### src/rtl/fetch_stage_pkg.sv
// Shared IF-stage definitions: PC-select encoding, the ID pipeline register, and fetch FSM states.
// Latency and backpressure: none, this file holds types and constants only.
package fetch_stage_pkg;

    typedef enum logic {
        NEXT_PC_SEL_PC_4    = 1'b0,
        NEXT_PC_SEL_ALU_OUT = 1'b1
    } next_pc_sel_t;

    typedef struct packed {
        logic [31:0] pc;
        logic [31:0] instr;
        logic        valid;
    } pipeline_id_reg_t;

    typedef enum logic [1:0] {
        S_REQ  = 2'd0,
        S_WAIT = 2'd1,
        S_KILL = 2'd2,
        S_HOLD = 2'd3
    } fetch_state_t;

    // addi x0, x0, 0: what ID sees in a reset or flushed slot
    localparam logic [31:0] INSTR_NOP = 32'h0000_0013;

endpackage

### src/rtl/fetch_stage_perf_cnt.sv
// Saturating event counters for the fetch stage: words fetched, responses killed, stall cycles.
// Latency: each count updates 1 cycle after its event. Backpressure: none, counts stick at all-ones.
module fetch_stage_perf_cnt (
    input  logic        clk_i,
    input  logic        reset_i,
    input  logic        fetched_inc_i,
    input  logic        killed_inc_i,
    input  logic        stall_inc_i,
    output logic [31:0] perf_fetched_o,
    output logic [31:0] perf_killed_o,
    output logic [31:0] perf_stall_o
);

    always_ff @(posedge clk_i) begin
        if (reset_i) begin
            perf_fetched_o <= '0;
            perf_killed_o  <= '0;
            perf_stall_o   <= '0;
        end else begin
            if (fetched_inc_i && perf_fetched_o != '1) perf_fetched_o <= perf_fetched_o + 32'd1;
            if (killed_inc_i  && perf_killed_o  != '1) perf_killed_o  <= perf_killed_o  + 32'd1;
            if (stall_inc_i   && perf_stall_o   != '1) perf_stall_o   <= perf_stall_o   + 32'd1;
        end
    end

endmodule

### src/rtl/fetch_stage.sv
// IF stage: owns the PC, fetches from imem with one request in flight, and loads id_reg_o for ID. FETCH_PERF_CNT_EN adds counters.
// Latency: id_reg_o is valid 1 cycle after the imem response. Backpressure: stalls park the word in a 1-entry buffer and stop requesting.
module fetch_stage
    import fetch_stage_pkg::*;
#(
    parameter logic [31:0] RESET_PC = 32'h0001_0000
) (
    input  logic             clk_i,
    input  logic             reset_i,
    input  next_pc_sel_t     next_pc_sel_i,
    input  logic [31:0]      alu_out_i,
    input  logic             pc_reg_stall_i,
    input  logic             id_reg_stall_i,
    input  logic             id_reg_valid_i,
    output logic             imem_req_valid_o,
    input  logic             imem_req_ready_i,
    output logic [31:0]      imem_addr_o,
    input  logic             imem_rsp_valid_i,
    input  logic [31:0]      imem_rsp_data_i,
`ifdef FETCH_PERF_CNT_EN
    output logic [31:0]      perf_fetched_o,
    output logic [31:0]      perf_killed_o,
    output logic [31:0]      perf_stall_o,
`endif
    output pipeline_id_reg_t id_reg_o
);

    fetch_state_t     state_q, state_nxt;
    logic [31:0]      pc_q, pc_nxt;
    pipeline_id_reg_t buf_q, buf_nxt;
    pipeline_id_reg_t id_nxt;
    pipeline_id_reg_t deliver_word;
    logic             deliver;
    logic             redirect;
    logic             accept;
    logic             stalled;
    logic [31:0]      redirect_pc;

    assign redirect    = (next_pc_sel_i == NEXT_PC_SEL_ALU_OUT);
    assign redirect_pc = alu_out_i & ~32'h3;
    assign stalled     = id_reg_stall_i || pc_reg_stall_i;

    // Request is masked during the reset cycle so imem never sees a stale PC.
    assign imem_req_valid_o = (state_q == S_REQ) && !reset_i;
    assign imem_addr_o      = pc_q;
    assign accept           = imem_req_valid_o && imem_req_ready_i;

    always_comb begin
        state_nxt          = state_q;
        pc_nxt             = pc_q;
        buf_nxt            = buf_q;
        deliver            = 1'b0;
        deliver_word.pc    = pc_q;
        deliver_word.instr = imem_rsp_data_i;
        deliver_word.valid = 1'b1;

        unique case (state_q)
            S_REQ: begin
                if (redirect) begin
                    pc_nxt    = redirect_pc;
                    state_nxt = accept ? S_KILL : S_REQ;
                end else if (accept) begin
                    state_nxt = S_WAIT;
                end
            end
            S_WAIT: begin
                if (redirect) begin
                    pc_nxt        = redirect_pc;
                    buf_nxt.valid = 1'b0;
                    state_nxt     = imem_rsp_valid_i ? S_REQ : S_KILL;
                end else if (imem_rsp_valid_i) begin
                    if (!stalled) begin
                        deliver   = 1'b1;
                        pc_nxt    = pc_q + 32'd4;
                        state_nxt = S_REQ;
                    end else begin
                        buf_nxt.pc    = pc_q;
                        buf_nxt.instr = imem_rsp_data_i;
                        buf_nxt.valid = 1'b1;
                        state_nxt     = S_HOLD;
                    end
                end
            end
            S_KILL: begin
                if (redirect) pc_nxt = redirect_pc;
                if (imem_rsp_valid_i) state_nxt = S_REQ;
            end
            S_HOLD: begin
                if (redirect) begin
                    pc_nxt        = redirect_pc;
                    buf_nxt.valid = 1'b0;
                    state_nxt     = S_REQ;
                end else if (!stalled) begin
                    deliver            = 1'b1;
                    deliver_word.pc    = buf_q.pc;
                    deliver_word.instr = buf_q.instr;
                    pc_nxt             = pc_q + 32'd4;
                    buf_nxt.valid      = 1'b0;
                    state_nxt          = S_REQ;
                end
            end
            default: state_nxt = S_REQ;
        endcase

        id_nxt = id_reg_o;
        if (deliver) begin
            id_nxt = deliver_word;
        end else if (!id_reg_stall_i) begin
            id_nxt.valid = 1'b0;
        end
        // Control flush and redirects override stalls and any word landing this cycle.
        if (redirect || !id_reg_valid_i) begin
            id_nxt.valid = 1'b0;
            id_nxt.instr = INSTR_NOP;
        end
    end

    always_ff @(posedge clk_i) begin
        if (reset_i) begin
            state_q        <= S_REQ;
            pc_q           <= RESET_PC;
            buf_q.pc       <= '0;
            buf_q.instr    <= INSTR_NOP;
            buf_q.valid    <= 1'b0;
            id_reg_o.pc    <= '0;
            id_reg_o.instr <= INSTR_NOP;
            id_reg_o.valid <= 1'b0;
        end else begin
            state_q  <= state_nxt;
            pc_q     <= pc_nxt;
            buf_q    <= buf_nxt;
            id_reg_o <= id_nxt;
        end
    end

`ifdef FETCH_PERF_CNT_EN
    logic killed_inc;
    logic stall_inc;

    assign killed_inc = imem_rsp_valid_i &&
                        ((state_q == S_KILL) || (state_q == S_WAIT && redirect));
    assign stall_inc  = (state_q == S_HOLD) || (state_q == S_WAIT);

    fetch_stage_perf_cnt u_perf_cnt (
        .clk_i          (clk_i),
        .reset_i        (reset_i),
        .fetched_inc_i  (deliver),
        .killed_inc_i   (killed_inc),
        .stall_inc_i    (stall_inc),
        .perf_fetched_o (perf_fetched_o),
        .perf_killed_o  (perf_killed_o),
        .perf_stall_o   (perf_stall_o)
    );
`endif

endmodule

### config.mk
export PLATFORM = sky130hd
export DESIGN_NAME = fetch_stage
export DESIGN_NICKNAME = d
export VERILOG_FILES = /design/src/rtl/fetch_stage_pkg.sv /design/src/rtl/fetch_stage_perf_cnt.sv /design/src/rtl/fetch_stage.sv
export SDC_FILE = /design/constraint.sdc
export NUM_CORES = 1
export LEC_CHECK = 0
export CAP_MARGIN = 40
export CORE_AREA = 2 2 101 176
export DETAILED_ROUTE_END_ITERATION = 16
export DIE_AREA = 0 0 103 178
export GPL_TIMING_DRIVEN = 0
export PLACE_DENSITY = 0.66
export SYNTH_ARGS = -nofsm -noshare
export SYNTH_HDL_FRONTEND = slang
export SYNTH_SLANG_ARGS = --single-unit
### constraint.sdc
create_clock -name clk_i -period 2.38 [get_ports clk_i]
set_input_delay 0.476 -clock clk_i [delete_from_list [all_inputs] [get_ports clk_i]]
set_output_delay 0.476 -clock clk_i [all_outputs]
set_load 0.03 [all_outputs]
==> results of run 1 <==
-- per-layer routing --
layer / share of wire [%] / vias to the layer above / GRT usage, %
li1: - / 3366 / -
met1: 38 / 3276 / 28.2
met2: 53 / 254 / 45.8
met3: 5.6 / 59 / 4.86
met4: 3.7 / 0 / 12.0
met5: 0 / - / 0
-- cells in the mapped netlist, types with 10 or more instances --
| cell type | number |
|---|---|
| dfxtp_1 | 157 |
| nand3_1 | 14 |
| nor2_1 | 35 |
| a22oi_1 | 10 |
| o22ai_1 | 37 |
| o21ai_0 | 37 |
| nand4_1 | 14 |
| nor4_1 | 11 |
| a21oi_1 | 135 |
| o221ai_1 | 34 |
| nand2_1 | 179 |
| clkbuf_1 | 66 |
-- power by group through the flow --
stage	clock network, uW	logic, uW	registers (uW)
after global routing	2850	631	2750
after CTS	2740	586	2750
after floorplan	0	226	2850
final	2720	592	2750
after detailed placement	0	581	2810
after global placement	0	580	2810
-- per-stage QoR --
| step | util [%] | std cells | TNS, ns | hold WS, ns | cell area (sq um) |
|---|---|---|---|---|---|
| after global placement | 50.9 | 1224 | -146.17 | 0.438 | 8580 |
| after CTS | 54.7 | 1257 | -0.000266 | 0.451 | 9230 |
| after global routing | 54.9 | 1256 | -0.0186 | 0.463 | 9270 |
| after detailed placement | 51.1 | 1227 | -76.60 | 0.443 | 8610 |
| final | 54.9 | 1256 | 0 | 0.448 | 9270 |
| after floorplan | - | 834 | 0 | 0.436 | 6670 |
-- critical path, stage by stage --
cell and delay (ns):
clkdlybuf4s50_1 0.47, buf_6 0.20, nor3_1 0.24, dlygate4sd2_1 0.44
-- layout make-up --
cell class                 count  area, sq um
sequential                   157         3140
tap                          227          284
clock inverter                12          126
clock buffer                  20          457
buffer                        74          365
multi-input combinational    591         3200
fill                        1642         7600
inverter                       9         33.8
timing repair buffer         166         1660
-- cells by family (layout without fill, tap and decap cells) --
family	Yosys count	in the layout	share of synthesized area, %
AOI/OAI and AO/OA	283	283	25.7
xor gates and xnor gates	2	2	0.263
adders and majority gates	1	1	0.188
buffers and inverters	86	281	5.72
DFF	157	157	47.2
muxes	8	8	1.20
other	1	4	0.0564
and+or+nand+nor	293	293	19.7
-- repair_timing --
action	4_1_cts	5_1_grt
gates resized for setup	17	33
setup endpoints to repair	110	132
endpoints found under the hold margin	0	0
cloned	0	0
-- worst max-delay path by stage --
stage | start | endpoint | cells past startpoint
CTS | next_pc_sel_i | buf_q[17] | 8
finish | reset_i | imem_req_valid_o | 4
detailed placement | id_reg_stall_i | id_reg_o[40] | 8
global route | next_pc_sel_i | imem_addr_o[10] | 7
global placement | next_pc_sel_i | buf_q[63] | 7
floorplan | imem_addr_o[2] | imem_addr_o[21] | 5
-- state kept, by name (all words and copies together) (netlist names) --
signal,flops
buf_q,62
state_q,2
imem_addr_o,30
id_reg_o,63
==> flow_summary.yaml, run 1 <==
global_routing:
  grt_usage_pct: 25.5
  grt_pass1_vias: 6712
  grt_overflow: 0
  antenna_found_initial: 0
  grt_pass1_wl_um: 35900
  grt_max_degree: 20
worst_hold_path:
  min_from: "id_reg_o[55]"
  hold_class: "flip-flop to flip-flop"
  min_path_cells: 2
  min_to: "id_reg_o[55]"
floorplan:
  io_pins: 170
  die_w_um: 103
  die_h_um: 178
  initial_utilization_pct: 39.4
  rows: 63
  die-area_sq_um: 18300
  core_area_sq_um: 16900
finish:
  layout_common_cells: "178 x nand2_1, 162 x clkdlybuf4s50_1, 157 x dfxtp_1, 135 x a21oi_1, 40 x clkbuf_1"
  area_growth_pct: 39.3
  drive_above_1_share_pct: 8.26
  layout.nets: 1089
  insertedDiodeCount: 0
  final_common_cell: "nand2_1"
sta:
  fmax_ghz: 0.435
  finClkSkew_ns: 0.0101
  hold_viol: 0
  slew_violations: 0
  setup_viol: 0
  slew_headroom_pct: 58.8
  rsz0062_at_grt: "yes"
  finalCritPeriodShare_pct: 96.5
  layout_min_cycle_time_ns: 2.30
  setup_slack_ns: 0.0825
  worstMarginPinSlew_ns: 0.618
drt:
  totalWireLength_um: 23400
  vias: 6955
  drt_iter0_markers: 430
  first_pass_iters: 8
  via_per_inst: 5.54
  routedWlPerCell_um: 18.7
  route.detailed.drc: 0
  ant_nets: 0
yosys:
  seq_area_frac_synth_pct: 47.2
  synth-seq-cells: 157
  synth_top_area_cell: "dfxtp_1"
  ys_top_cells_by_area: "dfxtp_1 47%, a21oi_1 10%, nand2_1 10%, o221ai_1 4.5%, clkbuf_1 3.7%"
  synth_top_area_share_pct: 47.2
  yosys.cell_types.count: 58
  synth_edf_count: 0
  async_flop_share_pct: 0
  yosysWarnings: 0
  synth_flop_cell: "dfxtp_1"
  avgSynthCellArea_sq_um: 8.01
  syn_area_sq_um: 6650
  synthCells: 831
place:
  pre_cts_slack_ns: -0.800
  port_buffers: 163
  gp_congestion: 0.926
  dp_hpwl_um: 17300
clock_tree:
  tritoncts: "done"
  clkTransAtPathRegs_ns: 0.06
  cts_max_level: 4
  clkSinkCount: 157
  post_cts_buffers: 0
  clk_latency_ns: 0.42
  cts_root_buf: "clkbuf_16"
  ctsHoldBuffers: 0
  cts.path.max_buffers: 2
  cts_made_buffers: 17
run:
  cap_violations: 0
power_and_ir_drop:
  swShare_pct: 26.4
  p_sw_uw: 1600
  pwr-share-comb_pct: 9.8
  ir_drop_mv: 0.438
  leakage_uw: 0.00319
  share_seq_of_total_power_pct: 45.4
  power_uw: 6060
  p_per_area_nw_per_um2: 654
  p_int_uw: 4460
  p_clk_share_pct: 44.9
setup_path:
  required_ns: 1.90
  critPathLaunchType: "input port"
  end_kind: "output port"
  r2r_cells: 5
  arrival_ns: 1.82
  cp_max_fo: 19
  path_class: "input port to output port"
  regToRegEndpoint: "imem_addr_o[21]"
  reg2reg_slack_ns: 0.12
  r2r_start: "imem_addr_o[4]"
run_status:
  status: "finished, final reports clean"
(Power assumes the default switching activity.)
==> run 2: changes to the inputs <==
--- a/config.mk
+++ b/config.mk
@@ -14,3 +14,4 @@
 export SYNTH_ARGS = -nofsm -noshare
 export SYNTH_HDL_FRONTEND = slang
 export SYNTH_SLANG_ARGS = --single-unit
+export TNS_END_PERCENT = 30
==> flow_summary.yaml, run 2 (synthesis results as in run 1) <==
drt:
  routedWlPerCell_um: 18.6
  drt_iter0_markers: 419
  totalWireLength_um: 23400
  via_per_inst: 5.57
  vias: 6991
  route.detailed.drc: 0
  first_pass_iters: 5
  ant_nets: 0
finish:
  design_area_sq_um: 9260
  post-route-util_pct: 54.9
  area_growth_pct: 39.2
  drive_above_1_share_pct: 7.77
  layout.nets: 1089
  insertedDiodeCount: 0
  final_common_cell: "nand2_1"
  layout_common_cells: "178 x nand2_1, 162 x clkdlybuf4s50_1, 157 x dfxtp_1, 135 x a21oi_1, 44 x clkbuf_1"
  largest_reg_flops: 63
  largest-register: "id_reg_o"
sta:
  finalCritPeriodShare_pct: 97.9
  setup_viol: 0
  finClkSkew_ns: 0.00939
  slew_violations: 0
  setup_slack_ns: 0.0497
  slew_headroom_pct: 56.9
  worstMarginPinSlew_ns: 0.647
  rsz0062_at_grt: "yes"
  hold_viol: 0
  layout_min_cycle_time_ns: 2.33
  fmax_ghz: 0.429
clock_tree:
  clk_latency_ns: 0.42
  cts_made_buffers: 17
  cts_root_buf: "clkbuf_16"
  post_cts_buffers: 0
  tritoncts: "done"
  clkTransAtPathRegs_ns: 0.07
  cts_max_level: 4
  clkSinkCount: 157
  cts.path.max_buffers: 2
place:
  port_buffers: 163
  pre_cts_slack_ns: -0.800
  placed_area_sq_um: 8610
  dp_hpwl_um: 17300
  gp_congestion: 0.926
global_routing:
  grt_max_degree: 20
  grt_overflow: 0
  grt_pass1_wl_um: 35900
  antenna_found_initial: 0
  grt_pass1_vias: 6712
  grt_usage_pct: 25.5
setup_path:
  arrival_ns: 2.65
  cp_max_fo: 10
  path_class: "input port to flip-flop"
  critPathLaunchType: "input port"
  required_ns: 2.70
  end_kind: "flip-flop"
  reg2reg_slack_ns: 0.07
floorplan:
  initial_utilization_pct: 39.4
  die-area_sq_um: 18300
  rows: 63
  die_w_um: 103
  die_h_um: 178
  core_area_sq_um: 16900
  io_pins: 170
power_and_ir_drop:
  ir_drop_mv: 0.440
  p_per_area_nw_per_um2: 654
  leakage_uw: 0.00317
run_status:
  status: "finished, final reports clean"
run:
  cap_violations: 0
worst_hold_path:
  hold_class: "flip-flop to flip-flop"
==> run 2: cell types whose count changed in the layout (fill, tap and decap cells not counted) <==
| cell | previous run | this run |
|---|---|---|
| clkbuf_1 | 40 | 44 |
| clkbuf_2 | 24 | 20 |
| or4_1 | 1 | 2 |
| or4_4 | 2 | 1 |
==> run 2: timing repair <==
action / in CTS / in global routing
endpoints found under the setup margin: 110 / 132
hold buffers: 0 / 0
gates resized for setup: 17 / 24
==> run 2: power by group <==
| part | switching, uW | internal, uW | leakage (uW) |
|---|---|---|---|
| clock | 1190 | 1530 | 0.000286 |
| combinational | 331 | 259 | 0.00161 |
| sequential | 76.4 | 2670 | 0.00127 |
| total | 1600 | 4460 | 0.00317 |
==> run 2: final timing paths <==
path	cells past startpoint	end	from
worst max-delay path	6	imem_addr_o[18]	next_pc_sel_i
worst max register to register	7	id_reg_o[23]	state_q[1]
worst min register to register	2	id_reg_o[55]	id_reg_o[55]
worst min-delay path	2	id_reg_o[55]	id_reg_o[55]
==> run 2: critical path, cell delays in order <==
cell and delay (ns):
clkdlybuf4s50_1 0.55, clkbuf_2 0.29, a31oi_2 0.43, clkbuf_1 0.51, nor2_1 0.13, o32ai_1 0.26
==> run 2: per-layer routing <==
| layer | track usage (%) | routed length [um] | vias to the layer above |
|---|---|---|---|
| met5 | 0 | 0 | - |
| met2 | 45.8 | 12400 | 274 |
| met3 | 4.86 | 1460 | 61 |
| li1 | - | - | 3362 |
| met1 | 28.2 | 8610 | 3294 |
| met4 | 12.0 | 895 | 0 |
==> run 2: layout make-up <==
cell class | instances | area [sq um]
Clock buffer | 20 | 457
Timing Repair Buffer | 166 | 1660
Sequential cell | 157 | 3140
Clock inverter | 12 | 126
Multi-Input combinational cell | 591 | 3200
Fill cell | 1646 | 7610
Tap cell | 227 | 284
Inverter | 9 | 33.8
Buffer | 74 | 360
==> run 2: through the flow <==
| stage | cells | hold slack (ns) | power, uW | TNS, ns |
|---|---|---|---|---|
| floorplan | 834 | 0.436 | 3080 | 0 |
| global placement | 1224 | 0.438 | 3380 | -146.17 |
| global route | 1256 | 0.463 | 6230 | -0.936 |
| detailed placement | 1227 | 0.443 | 3390 | -76.60 |
| CTS | 1257 | 0.451 | 6070 | -0.000266 |
| finish | 1256 | 0.448 | 6060 | 0 |
